### src/rtl/axi_id_throttle.sv
// axi_id_throttle: limits outstanding AXI address transactions per ID and in total.
// Responses pass straight through and retire outstanding transactions.
// A RUN/DRAIN/HALT FSM lets new issues be stopped while the remaining
// transactions complete.
// Ports:
//   axi4_mm_clk, axi4_mm_rst_n    - clock, async active-low reset
//   enable, clear_counters        - run request, sync clear of the status counters
//   slave_aX*  / master_aX*       - address channel, upstream / downstream
//   slave_X*   / master_X*        - response channel, upstream / downstream
//   quiesced, total_outstanding   - HALT indication, current outstanding total
//   stall_cycles, unexpected_rsp  - blocked-address cycle count, orphan-response flag
module axi_id_throttle #(
   parameter int unsigned ID_W       = 5,
   parameter int unsigned MID_W      = 12,
   parameter int unsigned MAX_PER_ID = 1,
   parameter int unsigned MAX_TOTAL  = 16,
   parameter int unsigned USE_LAST   = 1,
   parameter int unsigned CNT_W      = 32
) (
   input  logic             axi4_mm_clk,
   input  logic             axi4_mm_rst_n,
   input  logic             enable,
   input  logic             clear_counters,
   input  logic             slave_aXvalid,
   output logic             slave_aXready,
   input  logic [ID_W-1:0]  slave_aXid,
   output logic             slave_Xvalid,
   input  logic             slave_Xready,
   output logic [ID_W-1:0]  slave_Xid,
   output logic             slave_Xlast,
   output logic             master_aXvalid,
   input  logic             master_aXready,
   output logic [MID_W-1:0] master_aXid,
   input  logic             master_Xvalid,
   output logic             master_Xready,
   input  logic [MID_W-1:0] master_Xid,
   input  logic             master_Xlast,
   output logic             quiesced,
   output logic [7:0]       total_outstanding,
   output logic [CNT_W-1:0] stall_cycles,
   output logic             unexpected_rsp
);

   localparam int unsigned N_ID = 1 << ID_W;

   typedef enum logic [1:0] {
      ST_HALT  = 2'd0,
      ST_RUN   = 2'd1,
      ST_DRAIN = 2'd2
   } state_t;

   state_t            r_state;
   state_t            w_state_nxt;
   logic [3:0]        r_cnt [N_ID];
   logic [7:0]        r_tot;
   logic [CNT_W-1:0]  r_stall;
   logic              r_unexp;

   logic              w_ok;
   logic              w_issue;
   logic              w_retire;
   logic              w_dec;
   logic [ID_W-1:0]   w_rsp_id;
   logic [N_ID-1:0]   w_inc_vec;
   logic [N_ID-1:0]   w_dec_vec;
   logic              w_unused_xid;

   // Address gating: only in RUN and while both limits have headroom
   assign w_ok = (r_state == ST_RUN) &&
                 (r_cnt[slave_aXid] < 4'(MAX_PER_ID)) &&
                 (r_tot < 8'(MAX_TOTAL));

   assign master_aXvalid = slave_aXvalid & w_ok;
   assign slave_aXready  = master_aXready & w_ok;
   assign master_aXid    = MID_W'(slave_aXid);

   // Response path is transparent in every state so a drain can always finish
   assign slave_Xvalid  = master_Xvalid;
   assign master_Xready = slave_Xready;
   assign slave_Xid     = master_Xid[ID_W-1:0];
   assign slave_Xlast   = master_Xlast;
   assign w_rsp_id      = master_Xid[ID_W-1:0];
   assign w_unused_xid  = ^master_Xid;

   assign w_issue  = master_aXvalid & master_aXready;
   assign w_retire = master_Xvalid & master_Xready & (master_Xlast | (USE_LAST == 0));
   // A retire on an idle ID is flagged, never applied (no underflow)
   assign w_dec    = w_retire & (r_cnt[w_rsp_id] != 4'd0);

   assign w_inc_vec = w_issue ? (N_ID'(1) << slave_aXid) : '0;
   assign w_dec_vec = w_dec   ? (N_ID'(1) << w_rsp_id)   : '0;

   // FSM state register
   always_ff @(posedge axi4_mm_clk or negedge axi4_mm_rst_n) begin
      if (!axi4_mm_rst_n) r_state <= ST_HALT;
      else                r_state <= w_state_nxt;
   end

   // FSM next state
   always_comb begin
      w_state_nxt = r_state;
      case (r_state)
         ST_HALT:  if (enable) w_state_nxt = ST_RUN;
         ST_RUN:   if (!enable) w_state_nxt = ST_DRAIN;
         ST_DRAIN: begin
            if (enable)              w_state_nxt = ST_RUN;
            else if (r_tot == 8'd0)  w_state_nxt = ST_HALT;
         end
         default:  w_state_nxt = ST_HALT;
      endcase
   end

   // Per-ID and total outstanding counters; issue+retire in one cycle cancel
   always_ff @(posedge axi4_mm_clk or negedge axi4_mm_rst_n) begin
      if (!axi4_mm_rst_n) begin
         for (int i = 0; i < N_ID; i++) r_cnt[i] <= 4'd0;
         r_tot <= 8'd0;
      end else begin
         for (int i = 0; i < N_ID; i++) begin
            if (w_inc_vec[i] && !w_dec_vec[i])      r_cnt[i] <= r_cnt[i] + 4'd1;
            else if (w_dec_vec[i] && !w_inc_vec[i]) r_cnt[i] <= r_cnt[i] - 4'd1;
         end
         case ({w_issue, w_dec})
            2'b10:   r_tot <= r_tot + 8'd1;
            2'b01:   r_tot <= r_tot - 8'd1;
            default: r_tot <= r_tot;
         endcase
      end
   end

   // Status: saturating stall counter and sticky unexpected-response flag
   always_ff @(posedge axi4_mm_clk or negedge axi4_mm_rst_n) begin
      if (!axi4_mm_rst_n) begin
         r_stall <= '0;
         r_unexp <= 1'b0;
      end else if (clear_counters) begin
         r_stall <= '0;
         r_unexp <= 1'b0;
      end else begin
         if (slave_aXvalid && !slave_aXready && !(&r_stall))
            r_stall <= r_stall + CNT_W'(1);
         if (w_retire && (r_cnt[w_rsp_id] == 4'd0))
            r_unexp <= 1'b1;
      end
   end

   assign quiesced          = (r_state == ST_HALT);
   assign total_outstanding = r_tot;
   assign stall_cycles      = r_stall;
   assign unexpected_rsp    = r_unexp;

endmodule

### config.mk
export PLATFORM = sky130hd
export DESIGN_NAME = axi_id_throttle
export DESIGN_NICKNAME = d
export VERILOG_FILES = /design/src/rtl/axi_id_throttle.sv
export SDC_FILE = /design/constraint.sdc
export NUM_CORES = 1
export LEC_CHECK = 0
export CAP_MARGIN = 20
export CORE_UTILIZATION = 25
export DETAILED_ROUTE_END_ITERATION = 8
export PLACE_DENSITY_LB_ADDON = 0.3
export SYNTH_ARGS = -nofsm -noshare
export SYNTH_HDL_FRONTEND = slang
export SYNTH_SLANG_ARGS = --single-unit
### constraint.sdc
create_clock -name axi4_mm_clk -period 6.2 [get_ports axi4_mm_clk]
set_input_delay 1.55 -clock axi4_mm_clk [delete_from_list [all_inputs] [get_ports axi4_mm_clk]]
set_output_delay 1.55 -clock axi4_mm_clk [all_outputs]
set_load 0.05 [all_outputs]
==> flow_summary.yaml, run 1 <==
timing:
  final-setup-viol-count: 0
  finClkSkew_ns: 0.0166
  max_freq_ghz: 0.173
  fin_crit_ns: 5.79
  final_max_slew_viol_count: 0
  setup_slack_ns: 0.409
  period_share: 0.934
  max-slew-margin-rel: 0.467
  hold_ws_ns: 0.465
  hold_viol: 0
  rsz0062_at_grt: "false"
  tns_ns: 0
  tightestPinTransition_ns: 0.799
routing:
  vias: 8401
  firstDrtPassIters: 4
  drc: 0
  wire_per_inst_um: 14.8
  totalWireLength_um: 27000
  ant_nets: 0
  first_iter_violations: 381
  via_per_inst: 4.60
yosys:
  netlist_area_mm2: 0.0117
  yosysTopAreaCell: "dfrtp_1"
  synth.yosys.seq_area_share: 0.367
  ys_seq_elements: 171
  synth_edf_count: 0
  synthCells: 1134
  synth.distinct_cells: 60
  netlist_top_cells_area: "dfrtp_1, ha_1, xnor2_1"
  syn-mean-instance-area_um2: 10.3
  yosys_warnings: 0
  synth_top_area_frac: 0.367
  synth-async-reset-ratio: 1.00
  synth-main-ff-cell: "dfrtp_1"
clock_network:
  insertion_delay_ns: 0.45
  cts.path.max_buffers: 2
  cts_root_buf: "clkbuf_16"
  postCtsSetupBuffers: 0
  htree_num_levels: 4
  clock_sinks: 171
  cts_tree: "yes"
  cts_resized: 0
  holdBufCountCts: 0
  cts_made_buffers: 17
  path_clk_slew_ns: 0.07
worst_setup_path:
  path_max_fanout: 13
  arrival_ns: 4.24
  required_ns: 4.65
  cp-end-kind: "primary output"
  critPathLaunchType: "input pin"
  path_class: "in -> out"
  r2r_setup_slack_ns: 1.67
finish:
  final_area_mm2: 0.0138
  fillers: 4743
  synthToLayoutAreaGrowth_pct: 18.2
  drive_gt1_frac: 0.114
  nNetsFinal: 1377
  antenna_cells: 0
  final_util: 0.302
floorplan:
  pin_count: 90
  die_w_um: 218
  dieHeight_um: 218
  start_util: 0.255
  rows: 78
  core_mm2: 0.0457
  dieArea_mm2: 0.0475
global_routing:
  grt_usage: 0.121
  first_global_vias: 8503
  grt-ovfl-total: 0
  antenna_found_initial: 0
  grt_max_degree: 79
  grt_pass1_wl_um: 45500
placement:
  portBuffers: 75
  placed_area_mm2: 0.0131
  hpwl_um: 20100
  place_ws_ns: 0.128
  gp_congestion: 0.809
run_status:
  status: "finished clean"
power:
  ir_worst_vdd_mv: 0.301
  power.density_mw_per_mm2: 349
  p_leak_nw: 6.02
min_path:
  min_path_type: "reg -> reg"
flow_run:
  maxCapViolCount: 0
## cell usage after synthesis (16+ instances only)
cell type	instances
dfrtp_1	171
nor2_1	107
ha_1	104
xnor2_1	100
nand2_1	82
o21ai_0	55
a21oi_1	51
inv_1	35
xor2_1	35
a21o_1	34
fa_1	33
mux2_2	33
nor4_1	30
nand3_1	24
nor2b_1	24
buf_4	21
or3_1	17
clkbuf_1	16
## layer usage
| layer | wire length [um] | vias to the layer above | GRT usage |
|---|---|---|---|
| li1 | - | 4127 | - |
| met1 | 13600 | 4107 | 0.174 |
| met2 | 11800 | 146 | 0.180 |
| met3 | 1370 | 21 | 0.0307 |
| met4 | 243 | 0 | 0.0287 |
| met5 | 0 | - | 0 |
## registers in the layout, summed over array words and instances, names as in the netlist
register	flops
stall_cycles	32
r_cnt	128
unexpected_rsp	1
total_outstanding	8
r_state	2
## path summary, 6_finish.rpt
| kind | start | to | cells after the start |
|---|---|---|---|
| worst max-delay path | slave_aXid[0] | master_aXvalid | 10 |
| worst min-delay path | r_cnt[95]$_DFFE_PN0P_ | r_cnt[95]$_DFFE_PN0P_ | 1 |
| worst max register to register | total_outstanding[6]$_DFFE_PN0P_ | total_outstanding[7]$_DFFE_PN0P_ | 17 |
| worst min register to register | r_cnt[95]$_DFFE_PN0P_ | r_cnt[95]$_DFFE_PN0P_ | 1 |
| max in group asynchronous | axi4_mm_rst_n | r_cnt[29]$_DFFE_PN0P_ | 2 |
| min in group asynchronous | axi4_mm_rst_n | total_outstanding[4]$_DFFE_PN0P_ | 1 |
## placed cells by master (no fill, tap or decap), types with 34 or more instances in the layout
master           netlist  layout
xnor2_1              100     100
xor2_1                35      35
a21oi_1               51      51
a21o_1                34      34
nor2_1               107     107
clkdlybuf4s50_1        0      72
o21ai_0               55      55
nand2_1               82      82
dfrtp_1              171     171
inv_1                 35      35
ha_1                 104     104
## metrics by stage
stage	power, mW	cells
after floorplan	3.18	1140
after global placement	3.62	1795
after detailed placement	3.67	1795
after CTS	4.89	1826
after global routing	5.21	1826
final	4.81	1826
## power by group
group | internal [mW] | total, mW | switching [mW] | leakage (nW)
logic | 0.975 | 1.92 | 0.940 | 3.40
registers | 1.40 | 1.72 | 0.326 | 2.32
clock network | 0.706 | 1.18 | 0.470 | 0.310
total | 3.08 | 4.81 | 1.74 | 6.02
## logic make-up after synthesis
kind of cell | count (synthesis) | synth area share
simple gates | 366 | 0.161
compound gates | 182 | 0.0966
flops | 171 | 0.367
fa+ha+maj | 137 | 0.168
xor+xnor | 135 | 0.101
buf+inv | 85 | 0.0375
mux | 57 | 0.0681
other cells | 1 | 0.000322
## worst max-delay path: stages
cell,delay [ns]
clkdlybuf4s50_1,0.70
or2_2,0.42
nor2_1,0.06
a2111oi_0,0.48
nor3_2,0.15
nor2_1,0.14
a21boi_0,0.22
buf_4,0.17
and2_1,0.17
buf_12,0.15
## area by class of cell
type                    instances  area (um^2)  area share
multi-input cells             884         6980       0.506
well taps                     600          751      0.0545
clock inverters                10          164      0.0119
inverters                      35          131     0.00953
repair buffers                105         1010      0.0733
clock buffers                  21          470      0.0341
flip-flops and latches        171         4280       0.310
Power figures use the tool's default switching activity.
==> run 2: changes to the inputs <==
--- a/config.mk
+++ b/config.mk
@@ -9,6 +9,7 @@
 export CORE_UTILIZATION = 25
 export DETAILED_ROUTE_END_ITERATION = 8
 export PLACE_DENSITY_LB_ADDON = 0.3
+export REMOVE_ABC_BUFFERS = 1
 export SYNTH_ARGS = -nofsm -noshare
 export SYNTH_HDL_FRONTEND = slang
 export SYNTH_SLANG_ARGS = --single-unit
==> flow_summary.yaml, run 2 (synthesis gave the netlist of run 1 again) <==
run_status:
  status: "finished clean"
routing:
  totalWireLength_um: 26600
  first_iter_violations: 410
  via_per_inst: 4.61
  firstDrtPassIters: 5
  wire_per_inst_um: 14.6
  ant_nets: 0
  vias: 8406
  drc: 0
power:
  power.density_mw_per_mm2: 348
  p_leak_nw: 6.01
  ir_worst_vdd_mv: 0.223
clock_network:
  insertion_delay_ns: 0.46
  cts_resized: 0
  clock_sinks: 171
  holdBufCountCts: 0
  path_clk_slew_ns: 0.07
  postCtsSetupBuffers: 0
  cts_made_buffers: 17
  cts_tree: "yes"
  htree_num_levels: 4
  cts.path.max_buffers: 2
  cts_root_buf: "clkbuf_16"
placement:
  gp_congestion: 0.802
  placed_area_mm2: 0.0131
  portBuffers: 75
  hpwl_um: 19600
  dp_cells: 1793
global_routing:
  grt_usage: 0.119
  grt-ovfl-total: 0
  grt_max_degree: 73
  antenna_found_initial: 0
  first_global_vias: 8356
  grt_pass1_wl_um: 44600
floorplan:
  die_w_um: 218
  dieHeight_um: 218
  rows: 78
  start_util: 0.255
  pin_count: 90
  dieArea_mm2: 0.0475
  core_mm2: 0.0457
timing:
  rsz0062_at_grt: "false"
  period_share: 0.902
  final-setup-viol-count: 0
  max-slew-margin-rel: 0.331
  max_freq_ghz: 0.179
  finClkSkew_ns: 0.0148
  tns_ns: 0
  tightestPinTransition_ns: 1.00
  hold_viol: 0
  final_max_slew_viol_count: 0
  fin_crit_ns: 5.59
min_path:
  worstHoldPathCells: 1
  min_path_type: "reg -> reg"
finish:
  largest-register: "r_cnt"
  fillers: 4740
  final_common_cell: "dfrtp_1"
  synthToLayoutAreaGrowth_pct: 18.0
  antenna_cells: 0
  final_area_mm2: 0.0138
  nNetsFinal: 1375
  drive_gt1_frac: 0.114
  stdcell_count: 1825
  largest_reg_flops: 128
  layout_common_cells: "dfrtp_1, nor2_1, ha_1, xnor2_1, nand2_1"
worst_setup_path:
  required_ns: 4.65
  rr_worst_depth: 16
  path_class: "in -> out"
  path_max_fanout: 8
  critPathLaunchType: "input pin"
  r2r_setup_slack_ns: 1.58
  arrival_ns: 4.04
  cp-end-kind: "primary output"
flow_run:
  maxCapViolCount: 0
## run 2: cell types whose count changed in the layout (fill, tap and decap cells not counted), sizes merged
| cell | before | now |
|---|---|---|
| clkbuf | 21 | 19 |
| buf | 33 | 31 |
| clkdlybuf4s50 | 72 | 71 |
| clkinv | 4 | 3 |
| bufinv | 4 | 3 |
| inv | 36 | 42 |
## run 2: path summary, 6_finish.rpt
kind | from | endpoint
max | slave_aXid[1] | master_aXvalid
min | r_cnt[123]$_DFFE_PN0P_ | r_cnt[123]$_DFFE_PN0P_
max reg2reg | total_outstanding[6]$_DFFE_PN0P_ | total_outstanding[7]$_DFFE_PN0P_
min reg2reg | r_cnt[123]$_DFFE_PN0P_ | r_cnt[123]$_DFFE_PN0P_
max in group asynchronous | axi4_mm_rst_n | r_cnt[122]$_DFFE_PN0P_
min in group asynchronous | axi4_mm_rst_n | stall_cycles[22]$_DFFE_PN0P_
## run 2: final cells by class
type | count | area [um^2] | area share
inverter | 35 | 131 | 0.00955
sequential | 171 | 4280 | 0.311
timing repair buffer | 103 | 1000 | 0.0729
tap | 600 | 751 | 0.0546
clock buffer | 18 | 429 | 0.0312
multi-input combinational | 884 | 6980 | 0.507
clock inverter | 14 | 183 | 0.0133
## run 2: through the flow
step,total power [mW],util,hold WS (ns),setup WS [ns]
after CTS,4.86,0.301,0.470,0.643
after floorplan,3.12,-,0.434,1.43
final,4.79,0.301,0.467,0.607
after global placement,3.63,0.288,0.451,0.346
after detailed placement,3.67,0.288,0.453,0.353
after global routing,5.18,0.301,0.476,0.468
## run 2: metal layers
layer	vias up	part of all wire	GRT usage
met5	-	0	0
met4	0	0.012	0.0361
met3	15	0.035	0.0237
met2	131	0.45	0.178
met1	4134	0.51	0.170
li1	4126	-	-
## run 2: where the power goes
part	internal, mW	switching [mW]	leakage [nW]	total, mW
clock network	0.645	0.506	0.300	1.15
logic	0.972	0.938	3.39	1.91
registers	1.40	0.329	2.32	1.72
## run 2: critical path, cell delays in order
cell and delay (ns):
clkdlybuf4s50_1 0.63, or2_2 0.30, nor2_1 0.06, a2111oi_0 0.51
nor3_2 0.15, nor2_1 0.14, a21boi_0 0.23, and2_1 0.29
buf_12 0.17
==> run 3: changes to the inputs <==
--- a/config.mk
+++ b/config.mk
@@ -9,7 +9,6 @@
 export CORE_UTILIZATION = 25
 export DETAILED_ROUTE_END_ITERATION = 8
 export PLACE_DENSITY_LB_ADDON = 0.3
-export REMOVE_ABC_BUFFERS = 1
 export SYNTH_ARGS = -nofsm -noshare
 export SYNTH_HDL_FRONTEND = slang
 export SYNTH_SLANG_ARGS = --single-unit
==> results of run 3 <==
No change in the layout: final DEF, timing and power equal those of run 1.
